<file path="config.mk">
export PLATFORM = sky130hd
export DESIGN_NAME = wb_stage_flat
export DESIGN_NICKNAME = d
export VERILOG_FILES = /design/src/rtl/wb_stage_pkg.sv /design/src/rtl/wb_stage_if.sv /design/src/rtl/wb_stage_mem_wb_reg.sv /design/src/rtl/wb_stage.sv /design/src/flat_wrapper.sv
export SDC_FILE = /design/constraint.sdc
export NUM_CORES = 1
export LEC_CHECK = 0
export CORE_MARGIN = 2
export CORE_UTILIZATION = 40
export CTS_CLUSTER_DIAMETER = 120
export DETAILED_ROUTE_END_ITERATION = 16
export DONT_BUFFER_PORTS = 1
export PLACE_DENSITY_LB_ADDON = 0.08
export SYNTH_ARGS = -nofsm -noshare
export SYNTH_HDL_FRONTEND = slang
export SYNTH_SLANG_ARGS = --single-unit
</file>
<file path="constraint.sdc">
create_clock -name clk -period 2.1 [get_ports clk]
set_input_delay 0.42 -clock clk [delete_from_list [all_inputs] [get_ports clk]]
set_output_delay 0.42 -clock clk [all_outputs]
set_load 0.03 [all_outputs]
</file>
<file path="src/rtl/wb_stage_pkg.sv">
// Shared pipeline definitions for the write-back stage, decode stage and register file.
package wb_stage_pkg;

    localparam int         DEFAULT_DATA_W = 32;
    localparam int         DEFAULT_REG_AW = 5;
    localparam logic [4:0] REG_ZERO       = 5'd0;

    typedef enum logic [1:0] {
        IDLE  = 2'd0,
        PEND  = 2'd1,
        FORCE = 2'd2
    } wb_state_t;

    // Saturating 4-bit increment used for the MDU wait counter.
    function automatic logic [3:0] sat_inc4(input logic [3:0] v, input logic [3:0] lim);
        logic [3:0] r;
        if (v >= lim) begin
            r = lim;
        end else begin
            r = v + 4'd1;
        end
        return r;
    endfunction

endpackage

</file>
<file path="src/rtl/wb_stage_if.sv">
// Write-back bus: MEM-stage inputs, MDU handshake and the register-file write port.
interface wb_if
    import wb_stage_pkg::*;
#(
    parameter int DATA_W = DEFAULT_DATA_W,
    parameter int REG_AW = DEFAULT_REG_AW
);
    logic              mem_valid;
    logic              mem_RegWrite;
    logic              mem_MemtoReg;
    logic [REG_AW-1:0] mem_write_reg;
    logic [DATA_W-1:0] mem_alu_result;
    logic [DATA_W-1:0] mem_read_data;
    logic              mdu_valid;
    logic              mdu_ready;
    logic [REG_AW-1:0] mdu_reg;
    logic [DATA_W-1:0] mdu_data;
    logic              RegWrite;
    logic [REG_AW-1:0] write_reg;
    logic [DATA_W-1:0] write_data;
    logic              stall_pipe;
    logic              busy_valid;
    logic [REG_AW-1:0] busy_reg;

    modport master (
        output mem_valid, mem_RegWrite, mem_MemtoReg, mem_write_reg, mem_alu_result,
               mem_read_data, mdu_valid, mdu_reg, mdu_data,
        input  mdu_ready, RegWrite, write_reg, write_data, stall_pipe, busy_valid, busy_reg
    );

    modport slave (
        input  mem_valid, mem_RegWrite, mem_MemtoReg, mem_write_reg, mem_alu_result,
               mem_read_data, mdu_valid, mdu_reg, mdu_data,
        output mdu_ready, RegWrite, write_reg, write_data, stall_pipe, busy_valid, busy_reg
    );
endinterface

</file>
<file path="src/rtl/wb_stage_mem_wb_reg.sv">
// MEM/WB pipeline register: captures the MEM-stage fields when enabled, holds otherwise.
module mem_wb_reg #(
    parameter int DATA_W = 32,
    parameter int REG_AW = 5
) (
    input  logic              clk,
    input  logic              rst,
    input  logic              en,
    input  logic              d_valid,
    input  logic              d_RegWrite,
    input  logic              d_MemtoReg,
    input  logic [REG_AW-1:0] d_write_reg,
    input  logic [DATA_W-1:0] d_alu_result,
    input  logic [DATA_W-1:0] d_read_data,
    output logic              q_valid,
    output logic              q_RegWrite,
    output logic              q_MemtoReg,
    output logic [REG_AW-1:0] q_write_reg,
    output logic [DATA_W-1:0] q_alu_result,
    output logic [DATA_W-1:0] q_read_data
);

    // Enable-held pipeline register with asynchronous clear.
    always_ff @(posedge clk or negedge rst) begin
        if (!rst) begin
            q_valid      <= 1'b0;
            q_RegWrite   <= 1'b0;
            q_MemtoReg   <= 1'b0;
            q_write_reg  <= '0;
            q_alu_result <= '0;
            q_read_data  <= '0;
        end else if (en) begin
            q_valid      <= d_valid;
            q_RegWrite   <= d_RegWrite;
            q_MemtoReg   <= d_MemtoReg;
            q_write_reg  <= d_write_reg;
            q_alu_result <= d_alu_result;
            q_read_data  <= d_read_data;
        end else begin
            q_valid      <= q_valid;
            q_RegWrite   <= q_RegWrite;
            q_MemtoReg   <= q_MemtoReg;
            q_write_reg  <= q_write_reg;
            q_alu_result <= q_alu_result;
            q_read_data  <= q_read_data;
        end
    end

endmodule

</file>
<file path="src/rtl/wb_stage.sv">
// Write-back stage: MEM/WB register, MemtoReg mux and arbitration of the single
// register-file write port between pipeline results and a buffered MDU result.
module wb_stage
    import wb_stage_pkg::*;
#(
    parameter int DATA_W   = DEFAULT_DATA_W,
    parameter int REG_AW   = DEFAULT_REG_AW,
    parameter int MAX_WAIT = 4
) (
    input  logic clk,
    input  logic rst,
    wb_if.slave  bus
);

    localparam logic [3:0] WAIT_LAST = 4'(MAX_WAIT - 1);

    wb_state_t         state_r;
    logic [3:0]        wait_cnt_r;
    logic [REG_AW-1:0] buf_reg_r;
    logic [DATA_W-1:0] buf_data_r;

    logic              wb_valid_s;
    logic              wb_RegWrite_s;
    logic              wb_MemtoReg_s;
    logic [REG_AW-1:0] wb_write_reg_s;
    logic [DATA_W-1:0] wb_alu_result_s;
    logic [DATA_W-1:0] wb_read_data_s;

    logic              pipe_wr_s;
    logic [DATA_W-1:0] pipe_data_s;
    logic              buf_wins_s;
    logic              stall_s;
    logic              wb_en_s;
    logic              ready_s;
    logic              xfer_s;
    logic              we_s;
    logic [REG_AW-1:0] wr_reg_s;
    logic [DATA_W-1:0] wr_data_s;
    logic              busy_s;

    mem_wb_reg #(
        .DATA_W (DATA_W),
        .REG_AW (REG_AW)
    ) u_mem_wb (
        .clk          (clk),
        .rst          (rst),
        .en           (wb_en_s),
        .d_valid      (bus.mem_valid),
        .d_RegWrite   (bus.mem_RegWrite),
        .d_MemtoReg   (bus.mem_MemtoReg),
        .d_write_reg  (bus.mem_write_reg),
        .d_alu_result (bus.mem_alu_result),
        .d_read_data  (bus.mem_read_data),
        .q_valid      (wb_valid_s),
        .q_RegWrite   (wb_RegWrite_s),
        .q_MemtoReg   (wb_MemtoReg_s),
        .q_write_reg  (wb_write_reg_s),
        .q_alu_result (wb_alu_result_s),
        .q_read_data  (wb_read_data_s)
    );

    // Port arbitration, result mux and handshake decode from the current state.
    always_comb begin
        pipe_wr_s   = wb_valid_s & wb_RegWrite_s & (wb_write_reg_s != REG_AW'(REG_ZERO));
        pipe_data_s = wb_MemtoReg_s ? wb_read_data_s : wb_alu_result_s;
        buf_wins_s  = 1'b0;
        stall_s     = 1'b0;
        case (state_r)
            IDLE: begin
                buf_wins_s = 1'b0;
                stall_s    = 1'b0;
            end
            PEND: begin
                buf_wins_s = ~pipe_wr_s;
                stall_s    = 1'b0;
            end
            FORCE: begin
                buf_wins_s = 1'b1;
                stall_s    = 1'b1;
            end
            default: begin
                buf_wins_s = 1'b0;
                stall_s    = 1'b0;
            end
        endcase

        if (buf_wins_s) begin
            we_s      = 1'b1;
            wr_reg_s  = buf_reg_r;
            wr_data_s = buf_data_r;
        end else if (pipe_wr_s) begin
            we_s      = 1'b1;
            wr_reg_s  = wb_write_reg_s;
            wr_data_s = pipe_data_s;
        end else begin
            we_s      = 1'b0;
            wr_reg_s  = '0;
            wr_data_s = '0;
        end

        wb_en_s = ~stall_s;
        busy_s  = (state_r != IDLE);
        ready_s = (state_r == IDLE) & rst;
        xfer_s  = bus.mdu_valid & ready_s;
    end

    // MDU buffer FSM with bounded-wait forcing.
    always_ff @(posedge clk or negedge rst) begin
        if (!rst) begin
            state_r    <= IDLE;
            wait_cnt_r <= 4'd0;
            buf_reg_r  <= '0;
            buf_data_r <= '0;
        end else begin
            case (state_r)
                IDLE: begin
                    // A transfer to r0 is accepted but nothing is kept.
                    if (xfer_s && (bus.mdu_reg != REG_AW'(REG_ZERO))) begin
                        buf_reg_r  <= bus.mdu_reg;
                        buf_data_r <= bus.mdu_data;
                        wait_cnt_r <= 4'd0;
                        state_r    <= PEND;
                    end else begin
                        state_r    <= IDLE;
                    end
                end
                PEND: begin
                    if (!pipe_wr_s) begin
                        wait_cnt_r <= 4'd0;
                        state_r    <= IDLE;
                    end else if (wb_write_reg_s == buf_reg_r) begin
                        // Younger pipeline write to the same register supersedes the buffer.
                        wait_cnt_r <= 4'd0;
                        state_r    <= IDLE;
                    end else begin
                        wait_cnt_r <= sat_inc4(wait_cnt_r, WAIT_LAST);
                        if (wait_cnt_r == WAIT_LAST) begin
                            state_r <= FORCE;
                        end else begin
                            state_r <= PEND;
                        end
                    end
                end
                FORCE: begin
                    wait_cnt_r <= 4'd0;
                    state_r    <= IDLE;
                end
                default: begin
                    wait_cnt_r <= 4'd0;
                    state_r    <= IDLE;
                end
            endcase
        end
    end

    assign bus.mdu_ready  = ready_s;
    assign bus.RegWrite   = we_s;
    assign bus.write_reg  = wr_reg_s;
    assign bus.write_data = wr_data_s;
    assign bus.stall_pipe = stall_s;
    assign bus.busy_valid = busy_s;
    assign bus.busy_reg   = busy_s ? buf_reg_r : '0;

endmodule

</file>
<file path="src/flat_wrapper.sv">
// flat-port wrapper written by rule: the top's interface ports become plain ports
module wb_stage_flat import wb_stage_pkg::*;
#(
    parameter int DATA_W   = DEFAULT_DATA_W,
    parameter int REG_AW   = DEFAULT_REG_AW,
    parameter int MAX_WAIT = 4
)
  (clk, rst, bus_mem_valid, bus_mem_RegWrite, bus_mem_MemtoReg, bus_mem_write_reg, bus_mem_alu_result, bus_mem_read_data, bus_mdu_valid, bus_mdu_reg, bus_mdu_data, bus_mdu_ready, bus_RegWrite, bus_write_reg, bus_write_data, bus_stall_pipe, bus_busy_valid, bus_busy_reg);
  wb_if #(.DATA_W(DATA_W), .REG_AW(REG_AW)) bus_i ();
  input  logic clk;
  input  logic rst;
  input wire logic [$bits(bus_i.mem_valid)-1:0] bus_mem_valid;
  input wire logic [$bits(bus_i.mem_RegWrite)-1:0] bus_mem_RegWrite;
  input wire logic [$bits(bus_i.mem_MemtoReg)-1:0] bus_mem_MemtoReg;
  input wire logic [$bits(bus_i.mem_write_reg)-1:0] bus_mem_write_reg;
  input wire logic [$bits(bus_i.mem_alu_result)-1:0] bus_mem_alu_result;
  input wire logic [$bits(bus_i.mem_read_data)-1:0] bus_mem_read_data;
  input wire logic [$bits(bus_i.mdu_valid)-1:0] bus_mdu_valid;
  input wire logic [$bits(bus_i.mdu_reg)-1:0] bus_mdu_reg;
  input wire logic [$bits(bus_i.mdu_data)-1:0] bus_mdu_data;
  output wire logic [$bits(bus_i.mdu_ready)-1:0] bus_mdu_ready;
  output wire logic [$bits(bus_i.RegWrite)-1:0] bus_RegWrite;
  output wire logic [$bits(bus_i.write_reg)-1:0] bus_write_reg;
  output wire logic [$bits(bus_i.write_data)-1:0] bus_write_data;
  output wire logic [$bits(bus_i.stall_pipe)-1:0] bus_stall_pipe;
  output wire logic [$bits(bus_i.busy_valid)-1:0] bus_busy_valid;
  output wire logic [$bits(bus_i.busy_reg)-1:0] bus_busy_reg;
  assign bus_i.mem_valid = bus_mem_valid;
  assign bus_i.mem_RegWrite = bus_mem_RegWrite;
  assign bus_i.mem_MemtoReg = bus_mem_MemtoReg;
  assign bus_i.mem_write_reg = bus_mem_write_reg;
  assign bus_i.mem_alu_result = bus_mem_alu_result;
  assign bus_i.mem_read_data = bus_mem_read_data;
  assign bus_i.mdu_valid = bus_mdu_valid;
  assign bus_i.mdu_reg = bus_mdu_reg;
  assign bus_i.mdu_data = bus_mdu_data;
  assign bus_mdu_ready = bus_i.mdu_ready;
  assign bus_RegWrite = bus_i.RegWrite;
  assign bus_write_reg = bus_i.write_reg;
  assign bus_write_data = bus_i.write_data;
  assign bus_stall_pipe = bus_i.stall_pipe;
  assign bus_busy_valid = bus_i.busy_valid;
  assign bus_busy_reg = bus_i.busy_reg;
  wb_stage #(.DATA_W(DATA_W), .REG_AW(REG_AW), .MAX_WAIT(MAX_WAIT)) u_core (.clk(clk), .rst(rst), .bus(bus_i));
endmodule
</file>
==> summary by stage, run 1 <==
Logic synthesis
The synthesized netlist cell count is 365. The area share of xor/xnor cells in the synthesized design is 0.00817. The cell taking the most area after synthesis is dfrtp_1.

By area, the combinational part of the netlist is dominated by multiplexers. The share of synthesized cell area in full adder, half adder and majority cells is 0.00934. The simple-gate share of the synthesized area is 0.0310. The number of warning messages in the yosys log is 0. By area the synthesized netlist is led by dfrtp_1 (54%), mux2_2 (17%), mux2_4 (8.1%). The net count of the mapped netlist is 481. Of the post-synthesis cell area, the dominant cell type holds 0.537. The synthesized netlist occupies a cell area of 5360 um^2. The netlist uses 32 different library cells.

Synthesis inferred 115 register bits. Of the synthesized area, sequential elements account for 0.537. The multiplexer area fraction after synthesis is 0.307. The average instance in the mapped netlist occupies 14.7 um^2.

The fraction of the mapped netlist area in compound gates is 0.0777.

Power and ir drop
Across the VDD grid, the largest voltage drop is 607 uV. Dividing total power by cell area gives a power density of 867 nW/um^2. The analysis attributes to cell leakage a power of 3.16 nW. The overall power is 6.52 mW.

STA
On the final layout, the worst hold slack is -292 ps. Counting I/O delays and the setup requirement, the final critical path takes 2450 ps. The final worst-path setup slack is -348 ps. Static timing analysis puts the maximum clock frequency at 0.408 GHz. The total count of hold-check failures in the final report came to 115. Setup violations remaining at the end of the flow were counted as 37. The count of final max-slew check failures is 0. Clock skew on the completed layout was measured at 5.11 ps.

The remaining max-slew budget at the tightest pin is 0.682. The pin slew with the least headroom to its limit is 476 ps. In the finished design, the share of the clock period the worst path needs comes to 1.17.

Setup repair after global routing could not meet its margin everywhere.

Finish
At the end of the flow, the number of nets in the layout was 547. The count of fill cells added during filler insertion is 1087. The final standard cell count with taps included and fillers excluded is 620. The post-synthesis to final-layout area growth is 40.2%. With fillers left out, the area of the finished cells amounts to 7510 um^2. In the final layout, the registers with the most flip-flops are u_core.buf_data_r (32), u_core.u_mem_wb.q_alu_result (32), u_core.u_mem_wb.q_read_data (32).

The fraction of layout instances using a drive strength above 1 is 0.574. The number of diodes added for antenna fixing is 0. The register area is 2880 um^2. The total area of multi-input combinational cells is 2940 um^2.

Run
The tool flagged a number of max-cap violations equal to 0.

Worst hold path
The path class of the lowest-slack min-delay path is input pin to async pin.

CTS
The number of buffers created by CTS is 17. The sink count of the clock tree is 115. No sink is reached through more buffers than the 2 on the longest clock path. After clock tree synthesis, the clock-pin slew on the worst setup and hold paths is 50 ps. The CTS root buffer is clkbuf_16. Clock latency on the worst-skew pair, taken at its later pin, is 400 ps.

TritonCTS built the clock tree. The level count of the clock H-tree is 4.

Routing
Summed over all layers, the routed wires come to 13.2 mm. The routed via count is 3287. The first-pass iteration count of the detailed router is 4. After the first detailed-routing iteration, the DRC count stood at 133. After detailed routing, the average wire length per cell comes to 21.2 um.

The detail route stage leaves a number of antenna-violating nets equal to 0. The number of remaining DRC errors is 0. After detailed routing, the number of vias per cell comes to 5.30.

GRT
The number of global-route vias before repair came to 3540. The routing usage on met3 is 0.0879. The met1 track demand over resource in global routing is 0.228. The first global-routing pass estimated 20.0 mm of wire. The layer carrying the most global-route usage is met2. The aggregate global routing overflow is 0.

For this run, the total global-route usage over all layers was measured as 0.188. The initial antenna violation count is 1. Entering global routing, the biggest net connects 119 pins. The fraction of met2 tracks used by global routing is 0.296.

Worst setup path
Across all register-to-register paths, the minimum setup slack is 360 ps. The highest net fanout along the worst path is 7. STA classifies the critical path startpoint as a flip-flop.

Together, buffers and inverters on the worst path number 3. The endpoint class of the critical path is an output port. The critical path data arrival time is 2030 ps. The required time of the worst setup path is 1680 ps. On the critical path, the stage with the largest delay is an instance of dfrtp_1. The critical path in this run is classified as flip-flop to output port.

The largest single stage delay on the critical path is 380 ps. Walking the worst path, the cells encountered are nor4_2 > nand2_1 > a21oi_4 > buf_12 > buf_16 > a22o_1 > buf_6. The top cell family by delay on the critical path is simple AND/OR/NAND/NOR gates.

Floorplanning
In this run the horizontal extent of the chip is 120 um. The initial cell density of the core is 0.406. Measured along the y axis, the die boundary spans 120 um. The die area is 14300 um^2. The I/O pin count is 158. Row generation in the floorplan step produced 42 rows. The placeable core region is 13200 um^2.

Status
The final reports fail on negative hold slack, negative setup slack. The flow ran to the end, but the final reports show violations.

Place
The placement-stage cell area is 6100 um^2. The number of placed instances, taps included, is 569. The HPWL after detailed placement is 8.29 mm.

Input and output buffers added on the ports amount to 0. The final RePlAce weighted congestion is 0.715.
==> synthesized netlist by cell type <==
| cell type | n |
|---|---|
| nor4b_1 | 2 |
| clkbuf_1 | 4 |
| o31ai_1 | 2 |
| mux2_2 | 79 |
| nand3_1 | 2 |
| a22o_1 | 5 |
| mux2i_1 | 32 |
| o22ai_1 | 2 |
| nand2_1 | 6 |
| o21ai_0 | 1 |
| nor2_1 | 2 |
| dfrtp_1 | 115 |
| nand2b_1 | 1 |
| a21bo_2 | 1 |
| nor2_4 | 1 |
| ha_1 | 4 |
| or3_4 | 1 |
| o41ai_2 | 1 |
| o211ai_1 | 1 |
| mux2_4 | 29 |
| nor4_1 | 2 |
| and2_1 | 3 |
| nor3b_1 | 1 |
| a21oi_4 | 1 |
| inv_1 | 6 |
| nor3_4 | 1 |
| o2bb2ai_1 | 32 |
| buf_6 | 6 |
| xnor2_1 | 5 |
| buf_2 | 11 |
| a21oi_1 | 2 |
| nor2b_1 | 4 |
==> layout make-up <==
class	count	share of cell area
clock buffers	23	0.0649
multi-input cells	223	0.391
flip-flops and latches	115	0.383
well taps	176	0.0293
clock inverters	9	0.0168
repair buffers	68	0.112
inverters	6	0.00300
==> power by group <==
part	internal [mW]	total, mW	switching, mW
combinational	0.519	0.927	0.408
sequential	2.44	2.65	0.203
clock	1.98	2.95	0.961
total	4.94	6.52	1.57
==> metrics by stage <==
stage	setup WS, ps	TNS [ps]	hold slack (ps)	util
final	-348	-12010	-292	0.570
after global routing	-444	-15510	-322	0.570
after CTS	-391	-13000	-313	0.552
after detailed placement	-33.7	-229	128	0.463
after global placement	3.33	0	127	0.463
after floorplan	-23.0	-690	124	-
==> path summary, 6_finish.rpt <==
kind	start	endpoint	cells past startpoint
max in group asynchronous	rst	u_core.u_mem_wb.q_read_data[22]	0
min reg2reg	u_core.u_mem_wb.q_alu_result[15]	u_core.u_mem_wb.q_alu_result[15]	1
max reg2reg	u_core.state_r[0]	u_core.buf_data_r[1]	6
min	rst	u_core.u_mem_wb.q_alu_result[17]	0
max	u_core.u_mem_wb.q_write_reg[1]	bus_write_reg[2]	7
min in group clk	bus_mdu_data[23]	u_core.buf_data_r[23]	1
==> metal layers <==
layer,part of all wire,up-vias
met5,0.00099,-
met4,0.0090,2
met3,0.077,11
met2,0.49,97
met1,0.42,1686
li1,-,1491
==> placed cells by master (no fill, tap or decap), types with 2 or more instances in the layout <==
cell type	instances
o2bb2ai_2	4
clkinv_2	4
clkbuf_8	4
nand2_1	5
nor2_1	2
inv_1	4
inv_2	2
mux2_2	79
nor2b_1	4
buf_16	3
o2bb2ai_4	28
ha_4	2
a22o_1	5
bufinv_16	3
clkbuf_16	19
o22ai_1	2
dfrtp_1	114
xnor2_1	5
mux2_4	29
buf_8	2
buf_6	25
o31ai_1	2
nand3_1	2
a21oi_4	2
ha_1	2
nor4b_1	2
clkbuf_1	2
buf_12	10
and2_1	3
buf_4	26
mux2i_1	32
==> worst register-to-register path: stages (launching register included) <==
cell and delay (ps):
dfrtp_1 390, inv_2 120, ha_4 150, nand3_1 160, nor2_4 190, buf_12 220
mux2_2 380
==> repair_timing <==
action | in CTS | in global routing
cloned | 3 | 3
endpoints found under the setup margin | 39 | 39
resized for setup | 67 | 11
endpoints found under the hold margin | 115 | 115
pin swaps | 5 | 4
setup buffers | 4 | 10
==> kinds of logic after synthesis <==
| family | after synthesis |
|---|---|
| simple gates | 26 |
| buf+inv | 27 |
| mux | 140 |
| compound gates | 48 |
| fa+ha+maj | 4 |
| xor+xnor | 5 |
| flops | 115 |
Note: power is estimated with default switching activity, not from simulation.
==> inputs of run 2 (changes only) <==
--- a/config.mk
+++ b/config.mk
@@ -6,5 +6,5 @@
 export NUM_CORES = 1
 export LEC_CHECK = 0
-export CORE_MARGIN = 2
+export CORE_MARGIN = 3
 export CORE_UTILIZATION = 40
 export CTS_CLUSTER_DIAMETER = 120
==> constraint.sdc (replaced) <==
create_clock -name clk -period 2.1 [get_ports clk]
set_input_delay 0.42 -clock clk [delete_from_list [all_inputs] [get_ports clk]]
set_output_delay 0.42 -clock clk [all_outputs]
set_load 0.05 [all_outputs]
==> run 2 against run 1 <==
The run still ends with negative hold slack, negative setup slack left. Power rose by 1.4%. Combinational power rose by 11%. Sequential power barely moved. Setup slack worse by 26 ps. Routed wire length fell by 3.3%. Critical endpoint is now bus_write_data[9].
==> summary by stage, run 2 (same netlist as run 1, synthesis figures left out) <==
Power and ir drop
The overall power came to 6.61 mW (+1.4%). The net load switching power was 1.67 mW (+6.4%). The clock share of power was 0.443 (-0.009).

The share of power burned in combinational logic is 0.155 (+0.013). The internal power came to 4.93 mW (-0.26%). The peak supply drop is 505 uV (-17%). The cell leakage power is 3.10 nW (-1.8%).

The power share of the sequential group is 0.402 (-0.004). The net switching share of the total power was 0.253 (+0.0121). The power density of the placed cells is 882 nW/um^2 (+1.7%).

Routing
The wire length per cell came to 21.3 um (+0.26%). The routed via count is 3173 (-3.5%). The ratio of routed vias to standard cells is 5.31 (about the same). The post-route antenna net violation count is 0 (unchanged). The first-pass iteration count of the detailed router is 4 (unchanged). The DRC marker count from the first detailed-route iteration is 188 (+41%). The number of remaining DRC errors is 0 (unchanged). The wire length reported by the detailed router is 12.7 mm (-3.3%).

STA
The portion of the clock cycle consumed by the worst path in the final layout is 1.18 (+0.0126). The time the final worst path needs with I/O delays and setup is 2470 ps (+26.4 ps). The total count of hold-check failures in the final report is 115 (unchanged).

The remaining max-slew budget at the tightest pin is 0.626 (-0.0563). Setup repair after global routing could not meet its margin everywhere. The number of failing setup endpoints in the final timing report is 38 (+2.7%). The pin slew with the least headroom to its limit was 561 ps (+84.5 ps). The count of final max-slew check failures was 0 (unchanged). The worst-case clock skew was 4.43 ps (-0.680 ps). The peak clock frequency supported by timing is 0.404 GHz (-1.1%). The final worst-path setup slack is -375 ps (-26.4 ps).

The worst hold slack across all endpoints is -291 ps (+1.43 ps). The final setup TNS is -11100 ps (+902 ps).

CTS
The insertion delay to the later sink of the worst-skew pair came to 400 ps (about the same). The level count of the clock H-tree came to 4 (unchanged). The clock-pin slew on the worst setup and hold paths is 50 ps (about the same).

The number of buffers created by CTS was 17 (unchanged). The tree is rooted in a clkbuf_16. The maximum buffer depth of the clock tree was 2 (unchanged).

The sink count of the clock tree was 115 (unchanged). The clock tree from TritonCTS is done.

Floorplanning
The y dimension of the die came to 122 um (+1.7%). The placeable core region is 12900 um^2 (-2.4%). The horizontal die dimension is 122 um (+1.7%). The die area is 14800 um^2 (+3.4%). The number of cell rows was 41 (-2.4%). The I/O pin count came to 158 (unchanged).

The initial cell density of the core is 0.416 (+0.00991).

Finish
The most common library cell in the layout ignoring fill and taps is dfrtp_1. The count of fill cells added during filler insertion is 1002 (-7.8%). The post-synthesis to final-layout area growth is 39.7%. The fraction of layout instances using a drive strength above 1 is 0.568 (-0.00625). The end-of-flow core utilization is 0.581 (+0.0119). In the final layout, the registers with the most flip-flops are u_core.buf_data_r (32), u_core.u_mem_wb.q_alu_result (32), u_core.u_mem_wb.q_read_data (32). The total area of multi-input combinational cells came to 3050 um^2 (+3.7%). The net count reported at finish is 529 (-3.3%). In the layout the commonest cells are dfrtp_1 (114), mux2_2 (79), mux2i_1 (32), o2bb2ai_4 (32), mux2_4 (29). The cell area after layout is 7490 um^2 (-0.35%). The register area is 2880 um^2 (unchanged). The number of diodes added for antenna fixing was 0 (unchanged).

Place
The final RePlAce weighted congestion is 0.733 (+2.5%). The count of input and output buffers came to 0 (unchanged). The HPWL after detailed placement was 8.52 mm (+2.7%). The post-place setup slack was -21.7 ps (+12.0 ps). The placement-stage cell area is 6600 um^2 (+8.2%).

GRT
The initial antenna violation count was 2 (+1). The maximum number of pins on one net before global-route repair is 119 (unchanged). The global-route wire length before repair is 19.9 mm (-0.75%).

The number of global-route vias before repair is 3585 (+1.3%). The total global-route track usage is 0.179 (-0.00823). The aggregate global routing overflow is 0 (unchanged).

Worst hold path
The path class of the lowest-slack min-delay path is input pin to async pin.

Run
The max-cap check violation count is 0 (unchanged).

Worst setup path
The critical path launch point type is a flip-flop. The highest net fanout along the worst path is 8 (+1). STA classifies the critical path endpoint as an output port. The required time of the worst setup path is 1680 ps (about the same). The setup path with the least slack is of type flip-flop to output port. The critical path data arrival time is 2050 ps (+20 ps).

Status
The final reports fail on negative hold slack, negative setup slack. The flow ran to the end, but the final reports show violations.
-- run 2: cell types whose count changed in the layout (fill, tap and decap cells not counted), moves of 5 or more --
cell    delta
buf_6     -20
buf_12    +11
buf_4      -6
a22o_1     -5
-- run 2: path summary, 6_finish.rpt --
path / slack, ps / from / depth (start not counted) / end
max reg2reg: 310 / u_core.state_r[0] / 6 / u_core.buf_data_r[31]
min reg2reg: 480 / u_core.wait_cnt_r[1] / 2 / u_core.wait_cnt_r[1]
min: -290 / rst / 0 / u_core.u_mem_wb.q_read_data[19]
min in group clk: 160 / bus_mdu_data[29] / 1 / u_core.buf_data_r[29]
max: -370 / u_core.state_r[1] / 7 / bus_write_data[9]
max in group asynchronous: 2270 / rst / 0 / u_core.u_mem_wb.q_RegWrite
-- run 2: area by class of cell --
cell class,instances,area share
flip-flops and latches,115,0.385
clock buffers,21,0.0588
repair buffers,50,0.0964
clock inverters,11,0.0214
well taps,172,0.0287
multi-input cells,223,0.407
inverters,6,0.00301
-- run 2: power groups by stage --
stage,sequential (mW),combinational (mW),clock [mW]
2_1_floorplan,2.64,0.791,0
3_3_place_gp,2.68,0.961,0
3_5_place_dp,2.68,0.972,0
4_1_cts,2.65,1.03,3.00
5_1_grt,2.68,1.08,3.12
6_report,2.66,1.03,2.92
-- run 2: per-stage QoR --
stage	hold WS [ps]	std cells
final	-291	598
after detailed placement	128	557
after global placement	128	557
after CTS	-315	596
after global routing	-326	598
after floorplan	124	365
-- run 2: timing repair --
item                                   in CTS  in global routing
setup endpoints to repair                  39                 40
buffers inserted                            5                  3
pin swaps                                   5                  8
gates cloned                                2                  1
endpoints found under the hold margin     115                115
gates resized for setup                    18                 11
-- run 2: metal layers --
layer	GRT usage	up-vias	part of all wire
met1	0.223	1597	0.43
met3	0.0738	18	0.068
met5	0	-	0.0021
met4	0.0714	4	0.014
li1	-	1450	-
met2	0.278	104	0.49
-- run 2: worst max-delay path: stages, from the launching register on --
cell       delay (ps)
dfrtp_1           400
buf_6             130
ha_4              190
a21oi_4           180
nand2_4           120
buf_12            150
buf_16            150
o2bb2ai_4         320
